[config.mk]
export PLATFORM = sky130hd
export DESIGN_NAME = tcp_vlg_tx_arb_flat
export DESIGN_NICKNAME = d
export VERILOG_FILES = /design/src/rtl/tcp_vlg_tx_arb_if.sv /design/src/rtl/tcp_vlg_tx_arb.sv /design/src/flat_wrapper.sv
export SDC_FILE = /design/constraint.sdc
export NUM_CORES = 1
export LEC_CHECK = 0
export BUFFER_PORTS_ARGS = -buffer_cell sky130_fd_sc_hd__buf_4
export CORE_ASPECT_RATIO = 0.9
export CORE_MARGIN = 2
export CORE_UTILIZATION = 35
export CTS_CLUSTER_SIZE = 30
export DETAILED_ROUTE_END_ITERATION = 10
export GPL_TIMING_DRIVEN = 0
export HOLD_SLACK_MARGIN = 0.05
export PLACE_DENSITY = 0.68
export SLEW_MARGIN = 0
export SYNTH_ARGS = -nofsm -noshare
export SYNTH_HDL_FRONTEND = slang
export SYNTH_SLANG_ARGS = --single-unit
[constraint.sdc]
create_clock -name clk -period 2.85 [get_ports clk]
set_clock_uncertainty 0.1 [all_clocks]
set_input_delay 0.1425 -clock clk [delete_from_list [all_inputs] [get_ports clk]]
set_output_delay 0.1425 -clock clk [all_outputs]
set_load 0.005 [all_outputs]
[src/rtl/tcp_vlg_tx_arb_if.sv]
// Requester-side and IPv4-side signals of tcp_vlg_tx_arb.
// The arbiter takes the master view; the controllers and IPv4 TX take the slave view.
interface tcp_vlg_tx_arb_if #(
    parameter int N = 4
);
    localparam int SW = $clog2(N);

    logic [N-1:0]    req;
    logic [N*16-1:0] len;
    logic [N-1:0]    send;
    logic [N-1:0]    sent;
    logic [N-1:0]    src_val;
    logic [N-1:0]    src_sof;
    logic [N-1:0]    src_eof;
    logic [N*8-1:0]  src_dat;
    logic            out_req;
    logic            out_ack;
    logic [15:0]     out_len;
    logic [SW-1:0]   out_src;
    logic            out_val;
    logic            out_sof;
    logic            out_eof;
    logic [7:0]      out_dat;
    logic            out_abort;
    logic            len_err;

    modport master (
        input  req, len, src_val, src_sof, src_eof, src_dat, out_ack,
        output send, sent, out_req, out_len, out_src,
               out_val, out_sof, out_eof, out_dat, out_abort, len_err
    );

    modport slave (
        output req, len, src_val, src_sof, src_eof, src_dat, out_ack,
        input  send, sent, out_req, out_len, out_src,
               out_val, out_sof, out_eof, out_dat, out_abort, len_err
    );
endinterface

[src/rtl/tcp_vlg_tx_arb.sv]
// Round-robin arbiter sharing one IPv4 TX path among N TCP TX controllers: grant,
// start pulse, one-cycle stream forwarding, length check, timeout abort, inter-packet gap.
module tcp_vlg_tx_arb #(
    parameter int N             = 4,
    parameter int IFG_TICKS     = 12,
    parameter int TIMEOUT_TICKS = 1000
) (
    input  logic             clk,
    input  logic             rst,
    tcp_vlg_tx_arb_if.master bus,
    output logic             busy
);
    localparam int SW       = $clog2(N);
    localparam int IW       = $clog2(TIMEOUT_TICKS + 1);
    localparam int GAP_LAST = (IFG_TICKS > 0) ? IFG_TICKS - 1 : 0;
    localparam int GW       = (GAP_LAST > 0) ? $clog2(GAP_LAST + 1) : 1;

    typedef enum logic [1:0] {IDLE, REQ, STRM, GAP} state_t;

    state_t        state;
    state_t        state_nxt;

    logic [SW-1:0] last;
    logic [SW-1:0] src_q;
    logic [15:0]   len_q;
    logic [15:0]   byte_cnt;
    logic [IW-1:0] idle_cnt;
    logic [GW-1:0] gap_cnt;

    logic [N-1:0]  send_q;
    logic [N-1:0]  sent_q;
    logic          val_q;
    logic          sof_q;
    logic          eof_q;
    logic [7:0]    dat_q;
    logic          abort_q;
    logic          len_err_q;

    logic          pick_vld;
    logic [SW-1:0] pick_idx;
    logic [SW-1:0] cand;
    logic [15:0]   pick_len;

    logic          sel_req;
    logic          sel_val;
    logic          sel_sof;
    logic          sel_eof;
    logic [7:0]    sel_dat;
    logic [N-1:0]  src_onehot;

    logic          grant;
    logic          start;
    logic          fin_eof;
    logic          fin_abort;
    logic          idle_hit;
    logic          gap_done;

    // Scan last+1, last+2, ... so the most recently served requester is checked last.
    always_comb begin
        pick_vld = 1'b0;
        pick_idx = '0;
        cand     = '0;
        for (int k = 1; k <= N; k++) begin
            cand = SW'((int'(last) + k) % N);
            if (!pick_vld && bus.req[cand]) begin
                pick_vld = 1'b1;
                pick_idx = cand;
            end
        end
    end

    assign pick_len   = bus.len[{pick_idx, 4'b0000} +: 16];

    assign sel_req    = bus.req[src_q];
    assign sel_val    = bus.src_val[src_q];
    assign sel_sof    = bus.src_sof[src_q];
    assign sel_eof    = bus.src_eof[src_q];
    assign sel_dat    = bus.src_dat[{src_q, 3'b000} +: 8];
    assign src_onehot = N'(1) << src_q;

    // The idle count seen in a cycle equals the cycles elapsed since send, so the abort
    // registered on the edge where it would reach TIMEOUT_TICKS lands exactly that far out.
    assign idle_hit = !sel_val && (idle_cnt == IW'(TIMEOUT_TICKS - 1));
    assign gap_done = (gap_cnt == GW'(GAP_LAST));

    always_ff @(posedge clk or posedge rst) begin
        if (rst) state <= IDLE;
        else     state <= state_nxt;
    end

    // NOTE: every signal written here gets a default first, so no path leaves a latch.
    always_comb begin
        state_nxt = state;
        grant     = 1'b0;
        start     = 1'b0;
        fin_eof   = 1'b0;
        fin_abort = 1'b0;
        unique case (state)
            IDLE: begin
                if (pick_vld) begin
                    grant     = 1'b1;
                    state_nxt = REQ;
                end
            end
            REQ: begin
                if (bus.out_ack) begin
                    start     = 1'b1;
                    state_nxt = STRM;
                end else if (!sel_req) begin
                    state_nxt = IDLE;
                end
            end
            STRM: begin
                if (sel_val && sel_eof) begin
                    fin_eof   = 1'b1;
                    state_nxt = GAP;
                end else if (idle_hit) begin
                    fin_abort = 1'b1;
                    state_nxt = GAP;
                end
            end
            GAP: begin
                if (gap_done) state_nxt = IDLE;
            end
            default: state_nxt = IDLE;
        endcase
    end

    // NOTE: sequential state uses non-blocking assignments so every register samples
    // pre-edge values, independent of statement order.
    always_ff @(posedge clk or posedge rst) begin
        if (rst) begin
            last      <= SW'(N - 1);
            src_q     <= '0;
            len_q     <= '0;
            byte_cnt  <= '0;
            idle_cnt  <= '0;
            gap_cnt   <= '0;
            send_q    <= '0;
            sent_q    <= '0;
            val_q     <= 1'b0;
            sof_q     <= 1'b0;
            eof_q     <= 1'b0;
            dat_q     <= '0;
            abort_q   <= 1'b0;
            len_err_q <= 1'b0;
        end else begin
            send_q    <= '0;
            sent_q    <= '0;
            abort_q   <= 1'b0;
            len_err_q <= 1'b0;
            val_q     <= 1'b0;
            sof_q     <= 1'b0;
            eof_q     <= 1'b0;
            dat_q     <= '0;

            if (grant) begin
                src_q <= pick_idx;
                len_q <= pick_len;
                last  <= pick_idx;
            end

            if (start) begin
                send_q   <= src_onehot;
                byte_cnt <= '0;
                idle_cnt <= '0;
            end

            if (state == STRM) begin
                if (!fin_abort) begin
                    val_q <= sel_val;
                    sof_q <= sel_sof;
                    eof_q <= sel_eof;
                    dat_q <= sel_dat;
                end
                if (sel_val) begin
                    byte_cnt <= (byte_cnt == 16'hFFFF) ? byte_cnt : byte_cnt + 16'd1;
                    idle_cnt <= '0;
                end else begin
                    idle_cnt <= idle_cnt + 1'b1;
                end
            end

            if (fin_eof) begin
                sent_q    <= src_onehot;
                len_err_q <= (({1'b0, byte_cnt} + 17'd1) != {1'b0, len_q});
            end

            if (fin_abort) begin
                sent_q  <= src_onehot;
                abort_q <= 1'b1;
            end

            // The eof/abort cycle is the first of the gap cycles.
            gap_cnt <= (state == GAP) ? gap_cnt + 1'b1 : '0;
        end
    end

    assign bus.out_req   = (state == REQ);
    assign bus.out_src   = src_q;
    assign bus.out_len   = len_q;
    assign bus.send      = send_q;
    assign bus.sent      = sent_q;
    assign bus.out_val   = val_q;
    assign bus.out_sof   = sof_q;
    assign bus.out_eof   = eof_q;
    assign bus.out_dat   = dat_q;
    assign bus.out_abort = abort_q;
    assign bus.len_err   = len_err_q;
    assign busy          = (state != IDLE);
endmodule

[src/flat_wrapper.sv]
// flat-port wrapper written by rule: the top's interface ports become plain ports
module tcp_vlg_tx_arb_flat 
#(
    parameter int N             = 4,
    parameter int IFG_TICKS     = 12,
    parameter int TIMEOUT_TICKS = 1000
)
  (clk, rst, busy, bus_req, bus_len, bus_src_val, bus_src_sof, bus_src_eof, bus_src_dat, bus_out_ack, bus_send, bus_sent, bus_out_req, bus_out_len, bus_out_src, bus_out_val, bus_out_sof, bus_out_eof, bus_out_dat, bus_out_abort, bus_len_err);
  tcp_vlg_tx_arb_if #(.N(N)) bus_i ();
  input  logic clk;
  input  logic rst;
  output logic busy;
  input wire logic [$bits(bus_i.req)-1:0] bus_req;
  input wire logic [$bits(bus_i.len)-1:0] bus_len;
  input wire logic [$bits(bus_i.src_val)-1:0] bus_src_val;
  input wire logic [$bits(bus_i.src_sof)-1:0] bus_src_sof;
  input wire logic [$bits(bus_i.src_eof)-1:0] bus_src_eof;
  input wire logic [$bits(bus_i.src_dat)-1:0] bus_src_dat;
  input wire logic [$bits(bus_i.out_ack)-1:0] bus_out_ack;
  output wire logic [$bits(bus_i.send)-1:0] bus_send;
  output wire logic [$bits(bus_i.sent)-1:0] bus_sent;
  output wire logic [$bits(bus_i.out_req)-1:0] bus_out_req;
  output wire logic [$bits(bus_i.out_len)-1:0] bus_out_len;
  output wire logic [$bits(bus_i.out_src)-1:0] bus_out_src;
  output wire logic [$bits(bus_i.out_val)-1:0] bus_out_val;
  output wire logic [$bits(bus_i.out_sof)-1:0] bus_out_sof;
  output wire logic [$bits(bus_i.out_eof)-1:0] bus_out_eof;
  output wire logic [$bits(bus_i.out_dat)-1:0] bus_out_dat;
  output wire logic [$bits(bus_i.out_abort)-1:0] bus_out_abort;
  output wire logic [$bits(bus_i.len_err)-1:0] bus_len_err;
  assign bus_i.req = bus_req;
  assign bus_i.len = bus_len;
  assign bus_i.src_val = bus_src_val;
  assign bus_i.src_sof = bus_src_sof;
  assign bus_i.src_eof = bus_src_eof;
  assign bus_i.src_dat = bus_src_dat;
  assign bus_i.out_ack = bus_out_ack;
  assign bus_send = bus_i.send;
  assign bus_sent = bus_i.sent;
  assign bus_out_req = bus_i.out_req;
  assign bus_out_len = bus_i.out_len;
  assign bus_out_src = bus_i.out_src;
  assign bus_out_val = bus_i.out_val;
  assign bus_out_sof = bus_i.out_sof;
  assign bus_out_eof = bus_i.out_eof;
  assign bus_out_dat = bus_i.out_dat;
  assign bus_out_abort = bus_i.out_abort;
  assign bus_len_err = bus_i.len_err;
  tcp_vlg_tx_arb #(.N(N), .IFG_TICKS(IFG_TICKS), .TIMEOUT_TICKS(TIMEOUT_TICKS)) u_core (.clk(clk), .rst(rst), .bus(bus_i), .busy(busy));
endmodule
**Yosys cells after proc, flatten, opt, wreduce, memory -nomap -nowiden**

Index checks and enable logic that the tools add are counted.

- Equality and inequality tests: 12
- Shifts and indexed selects: 3
- Magnitude comparators: 5
- Multiplexer cells: 61
- $add $sub $neg: 8
- Reductions and logical operators: 13

Operators by type and width:

| cell | count |
|---|---|
| 16-bit 2-to-1 mux | 4 |
| 64-bit by 7-bit variable part select with 16-bit output | 1 |
| 32-bit by 6-bit variable part select with 8-bit output | 1 |
| 10-bit 2-to-1 mux | 3 |
| 1-bit 2-to-1 mux | 29 |
| 2-bit 2-to-1 mux | 10 |
| 16-bit by 1-bit adder with 17-bit output (second input constant) | 1 |
| 17-bit by 16-bit inequality test with 1-bit output | 1 |
| 16-bit by 1-bit adder with 16-bit output (second input constant) | 1 |
| 1-bit binary-select mux with 2-bit select | 8 |
| 16-bit equality test (second input constant) | 1 |
| 4-bit 2-to-1 mux | 4 |
| 8-bit 2-to-1 mux | 2 |
| 2-bit by 3-bit < comparator with 1-bit output (second input constant) | 5 |
| 10-bit by 1-bit adder with 10-bit output (second input constant) | 1 |
| 10-bit equality test (second input constant) | 1 |
| 2-bit one-hot mux with 4 select lines | 1 |
| 3-bit inequality test (second input constant) | 2 |
| 1-bit logical AND | 5 |
| 2-bit by 1-bit adder with 2-bit output (second input constant) | 2 |
| 2-bit adder (second input constant) | 2 |
| 4-bit by 1-bit adder with 4-bit output (second input constant) | 1 |
| 2-bit equality test (second input constant) | 2 |
| 4-bit equality test (second input constant) | 1 |
| other kinds (8) | 13 |

- Input port bits: 115
- Bits in registers: 73
- Output and inout port bits: 41
- Word-level logic and storage cells: 117

**Depth between registers and ports, before layout**

- Depth after elaboration: 15
- Depth in mapped cells: 8
- Depth with buffers taken out: 7

**Worst setup path after synthesis**

OpenSTA, ideal clock, no wires.

- Path type: register to register
- From: register u_core.byte_cnt[0]
- To: register u_core.len_err_q (netlist: u_core.bus.len_err)
- Data required time: 2619 ps
- Data arrival time: 1878 ps
- Slack: 741 ps
- Period minus slack after synthesis: 2109 ps
- Path buffers: 0
- Cell stages (with the launch flop): 8
- Setup time: 131 ps
- Cells stage by stage: dfrtp_1 > ha_1 > nand4_1 > nor4_2 > xnor2_1 > nand4_1 > nor4_1 > a31oi_1

- Longest elaborated chain between the ends: 3

Ends and longest elaborated chain:

| what | RTL line | RTL |
|---|---|---|
| start: declaration | tcp_vlg_tx_arb.sv:26 | `logic [15:0] byte_cnt;` |
| start signal: assignment | tcp_vlg_tx_arb.sv:177 | `byte_cnt <= (byte_cnt == 16'hFFFF) ? byte_cnt : byte_cnt + 16'd1;` |
| 16-bit by 1-bit adder with 17-bit output | tcp_vlg_tx_arb.sv:186 | `len_err_q <= (({1'b0, byte_cnt} + 17'd1) != {1'b0, len_q});` |
| 17-bit by 16-bit inequality test with 1-bit output | tcp_vlg_tx_arb.sv:186 |  |
| 1-bit 2-to-1 mux | tcp_vlg_tx_arb.sv:184 | `if (fin_eof) begin` |
| end signal: assignment | tcp_vlg_tx_arb.sv:186 |  |
| end: declaration | tcp_vlg_tx_arb.sv:37 | `logic len_err_q;` |

No other way between the ends.
A chain may end at the register's enable or synchronous reset.

**Worst setup path after layout**

Same ends and word-level chain as after synthesis.

==> out/metrics.yaml <==
setup.worst_path.start_class: "register"
cts.path.max_buffers: 2
synth-edff-count: 0
clock_power_share: 0.250
design_area_um2: 6200
use_met3: 0.0412
timing.reg2reg.worst_path_depth: 7
yosys_warnings: 0
clkSlewWorstSetupHoldPaths_ns: 0.06
vias: 4006
synth_most_common_cell: "sky130_fd_sc_hd__dfrtp_1"
hp-start: "bus_src_sof[0]"
final_hold_viol_count: 0
peakVddDrop_uv: 361
synth_area_um2: 4470
post_synth_and_or_nand_nor_area_fraction: 0.180
latest_clock_arrival_within_the_worst_skew_pair_ns: 0.33
hold_path_end: "u_core.bus.out_sof"
nets: 737
finalCriticalPeriod_ns: 2.60
htree_levels: 3
cell_internal_pwr_w: 0.00335
1st_iter_drt_viols: 278
clkSinkCount: 73
cpLargestDelayFamily: "simple AND/OR/NAND/NOR gates"
netSwitchingPower_w: 0.00177
critical_path.slowest_cell: "sky130_fd_sc_hd__nor4_2"
synth_top_area_share: 0.397
synth-main-ff-cell: "sky130_fd_sc_hd__dfrtp_1"
worst_hold_path.num_cells: 3
run_status: "finished, final reports clean"
drt_pass1_iterations: 4
first_pass_grt_wire_length_mm: 20.8
die_height_um: 111
synth.yosys.seq_area_share: 0.409
class_of_the_most_critical_hold_timing_path: "primary input to register"
layout.core_utilization: 0.492
sw_frac_of_total: 0.345
grt-busiest-layer: "met2"
cp_num_buf_inv: 0
n_fill_cell: 1142
row_count: 39
post-dp-hpwl_mm: 9.91
placement.setup.worst_slack_ns: 0.324
post-synth-top-area-cell: "sky130_fd_sc_hd__dfrtp_1"
cap_viol_max_count: 0
routedWlPerCell_um: 16.3
finalSetupViolCount: 0
global_routing_met2_resource_utilization: 0.315
postCtsSetupRepairBufs: 0
port_buffers: 155
worstPathMaxFanout: 9
worst_path_largest_cell_delay_ns: 0.47
core_region_area_um2: 12600
synthMuxAreaShare: 0.176
post-place-cells: 770
fmax_ghz: 0.385
route.antenna.remaining_nets: 0
numCtsBuffers: 9
tritoncts: "done"
synth_top_family_by_area: "simple AND/OR/NAND/NOR gates"
critPathArrivalTime_ns: 2.69
cp_cell_sequence: "ha_1, nand4_1, nor4_2, xnor2_1, nand4_1, nor4_1, a31oi_1"
grt_setup_unrepaired: "false"
total_leakage_power_nw: 2.95
synth_compound_area_frac: 0.123
use_met1: 0.252
layout-area-overhead-vs-synth_pct: 38.5
grt_use_total: 0.193
first_global_vias: 4214
post_synth_fa_ha_maj_area_fraction: 0.00839
routed_wl_mm: 12.8
post_synth_num_cell_types: 53
timing.final.crit_share: 0.912
routed_via_density: 5.10
antenna_cells_inserted: 0
instances_no_fill: 786
power.density_cell_area_nw_per_um2: 826
reg2reg_slack_ns: 0.25
largest_net_degree_at_the_start_of_global_routing: 74
critical_r2r_launch: "u_core.byte_cnt[0]"
floorplan.die.width_um: 123
die_area_um2: 13700
power.combinational.fraction: 0.441
end_kind: "register"
ys_top_cells_by_count: "sky130_fd_sc_hd__dfrtp_1 (71), sky130_fd_sc_hd__o21ai_0 (55), sky130_fd_sc_hd__nand2_1 (38)"
root_buffer: "sky130_fd_sc_hd__clkbuf_16"
postSynthCellCount: 451
critical_path.most_common_cell: "sky130_fd_sc_hd__nand4_1"
worst_pin_slew_ns: 0.894
postSynthAreaPerCell_um2: 9.92
worst-setup-path-type: "register to register"
net_count_after_synthesis: 569
critical_path.reg2reg.endpoint: "u_core.bus.len_err"
grt_antenna_before_repair: 0
dpl_cell_area_um2: 5840
cts_hold_buffers: 2
synth_xor_area_frac: 0.0568
post_cts.resized_instances: 0
crit_required_ns: 2.94
fraction_of_layout_cells_with_a_size_suffix_above_1: 0.365
grt.overflow.total: 0
seq_power_share: 0.309
timing.final.max_slew_violations: 0
synth_async_sr_flop_share: 1.00
start_util: 0.355
fin_ws_ns: 0.250
synth.top_cells.by_area: "sky130_fd_sc_hd__dfrtp_1 (40%), sky130_fd_sc_hd__mux2i_1 (7.2%), sky130_fd_sc_hd__o21ai_0 (6.2%)"
routabilityCongestion: 0.916
remaining_drc_errors: 0
io-pin-count: 156
timing.slew.headroom: 0.404
synth.ff_latch_count: 73
-- worst register-to-register path, stage by stage (launching register included) --
cell and delay, ns:
sky130_fd_sc_hd__dfrtp_1 0.45, sky130_fd_sc_hd__ha_1 0.38, sky130_fd_sc_hd__nand4_1 0.27, sky130_fd_sc_hd__nor4_2 0.47, sky130_fd_sc_hd__xnor2_1 0.20, sky130_fd_sc_hd__nand4_1 0.12
sky130_fd_sc_hd__nor4_1 0.33, sky130_fd_sc_hd__a31oi_1 0.16
-- power groups by stage --
stage | Combinational (W) | Clock, W | Sequential [W]
global placement | 0.00221 | 0 | 0.00158
global route | 0.00249 | 0.00133 | 0.00161
floorplan | 0.00148 | 0 | 0.00152
CTS | 0.00227 | 0.00129 | 0.00158
finish | 0.00225 | 0.00128 | 0.00158
detailed placement | 0.00226 | 0 | 0.00159
-- state kept, by name (all words and copies together) (netlist names), named ones only --
| register | cells |
|---|---|
| u_core.bus.out_len | 16 |
| u_core.byte_cnt | 16 |
| u_core.idle_cnt | 10 |
| u_core.bus.out_dat | 8 |
| u_core.bus.send | 4 |
| u_core.bus.sent | 4 |
| u_core.gap_cnt | 4 |
| u_core.bus.out_src | 2 |
| u_core.last | 2 |
| u_core.bus.len_err | 1 |
| u_core.bus.out_abort | 1 |
| u_core.bus.out_eof | 1 |
| u_core.bus.out_sof | 1 |
| u_core.bus.out_val | 1 |
| u_core.state | 1 |
-- cell families (layout without fill, tap and decap cells) --
group,Yosys count,after routing
muxes,61,61
buffers and inverters,36,207
adders and majority gates,3,3
and+or+nand+nor,158,158
DFF,73,73
xor gates and xnor gates,29,29
AOI/OAI and AO/OA,91,91
-- routing by layer --
metal	up-vias	share of wire
met5	-	0
met4	0	0.022
met3	23	0.056
met2	144	0.49
met1	1891	0.43
li1	1948	-
-- metrics by stage --
step           setup TNS (ns)  power, W  hold slack [ns]
6_report                    0   0.00512            0.146
5_1_grt                     0   0.00543            0.151
4_1_cts                     0   0.00514            0.137
3_3_place_gp            -6.25   0.00379            0.325
3_5_place_dp                0   0.00385            0.301
2_1_floorplan               0   0.00301            0.212
-- placed cells by master (no fill, tap or decap), types with 2 or more instances in the layout --
master                          instances
sky130_fd_sc_hd__ha_1                   3
sky130_fd_sc_hd__buf_4                157
sky130_fd_sc_hd__nand2_1               38
sky130_fd_sc_hd__o311ai_0               2
sky130_fd_sc_hd__buf_6                  7
sky130_fd_sc_hd__nor2b_1               18
sky130_fd_sc_hd__clkbuf_16              9
sky130_fd_sc_hd__o31ai_1                9
sky130_fd_sc_hd__inv_1                  7
sky130_fd_sc_hd__buf_1                  2
sky130_fd_sc_hd__nor3_1                 8
sky130_fd_sc_hd__nand2b_1              14
sky130_fd_sc_hd__a21oi_1                7
sky130_fd_sc_hd__nor2_1                35
sky130_fd_sc_hd__o21ai_0               55
sky130_fd_sc_hd__mux2_2                17
sky130_fd_sc_hd__clkbuf_1               5
sky130_fd_sc_hd__dfrtp_1               71
sky130_fd_sc_hd__a31oi_1                6
sky130_fd_sc_hd__and3_1                 9
sky130_fd_sc_hd__mux2i_1               32
sky130_fd_sc_hd__o41ai_1                2
sky130_fd_sc_hd__xnor2_1               17
sky130_fd_sc_hd__bufinv_16              3
sky130_fd_sc_hd__dlygate4sd3_1          2
sky130_fd_sc_hd__buf_2                 11
sky130_fd_sc_hd__and4_1                 2
sky130_fd_sc_hd__nand4_1                4
sky130_fd_sc_hd__mux4_2                11
sky130_fd_sc_hd__nand3_1               17
sky130_fd_sc_hd__dfstp_2                2
sky130_fd_sc_hd__nand3b_1               2
sky130_fd_sc_hd__xor2_1                12
-- cell type report --
type,count,area (µm²),area share
Inverter,8,32.5,0.00525
Clock inverter,5,106,0.0172
Sequential cell,73,1830,0.295
Tap cell,164,205,0.0331
Multi-Input combinational cell,342,2430,0.393
Buffer,28,180,0.0291
Clock buffer,9,225,0.0363
Timing Repair Buffer,157,1180,0.191
-- worst max-delay path by stage --
stage                                  start                    end  slack [ns]  cells past startpoint
after floorplan           u_core.byte_cnt[0]     u_core.bus.len_err        0.74                      7
after global placement                   rst  u_core.bus.out_len[5]       -0.09                      2
after detailed placement  u_core.byte_cnt[0]     u_core.bus.len_err        0.32                      7
after CTS                 u_core.byte_cnt[0]     u_core.bus.len_err        0.31                      7
after global routing      u_core.byte_cnt[0]     u_core.bus.len_err        0.06                      7
final                     u_core.byte_cnt[0]     u_core.bus.len_err        0.25                      7
Power figures use the tool's default switching activity.
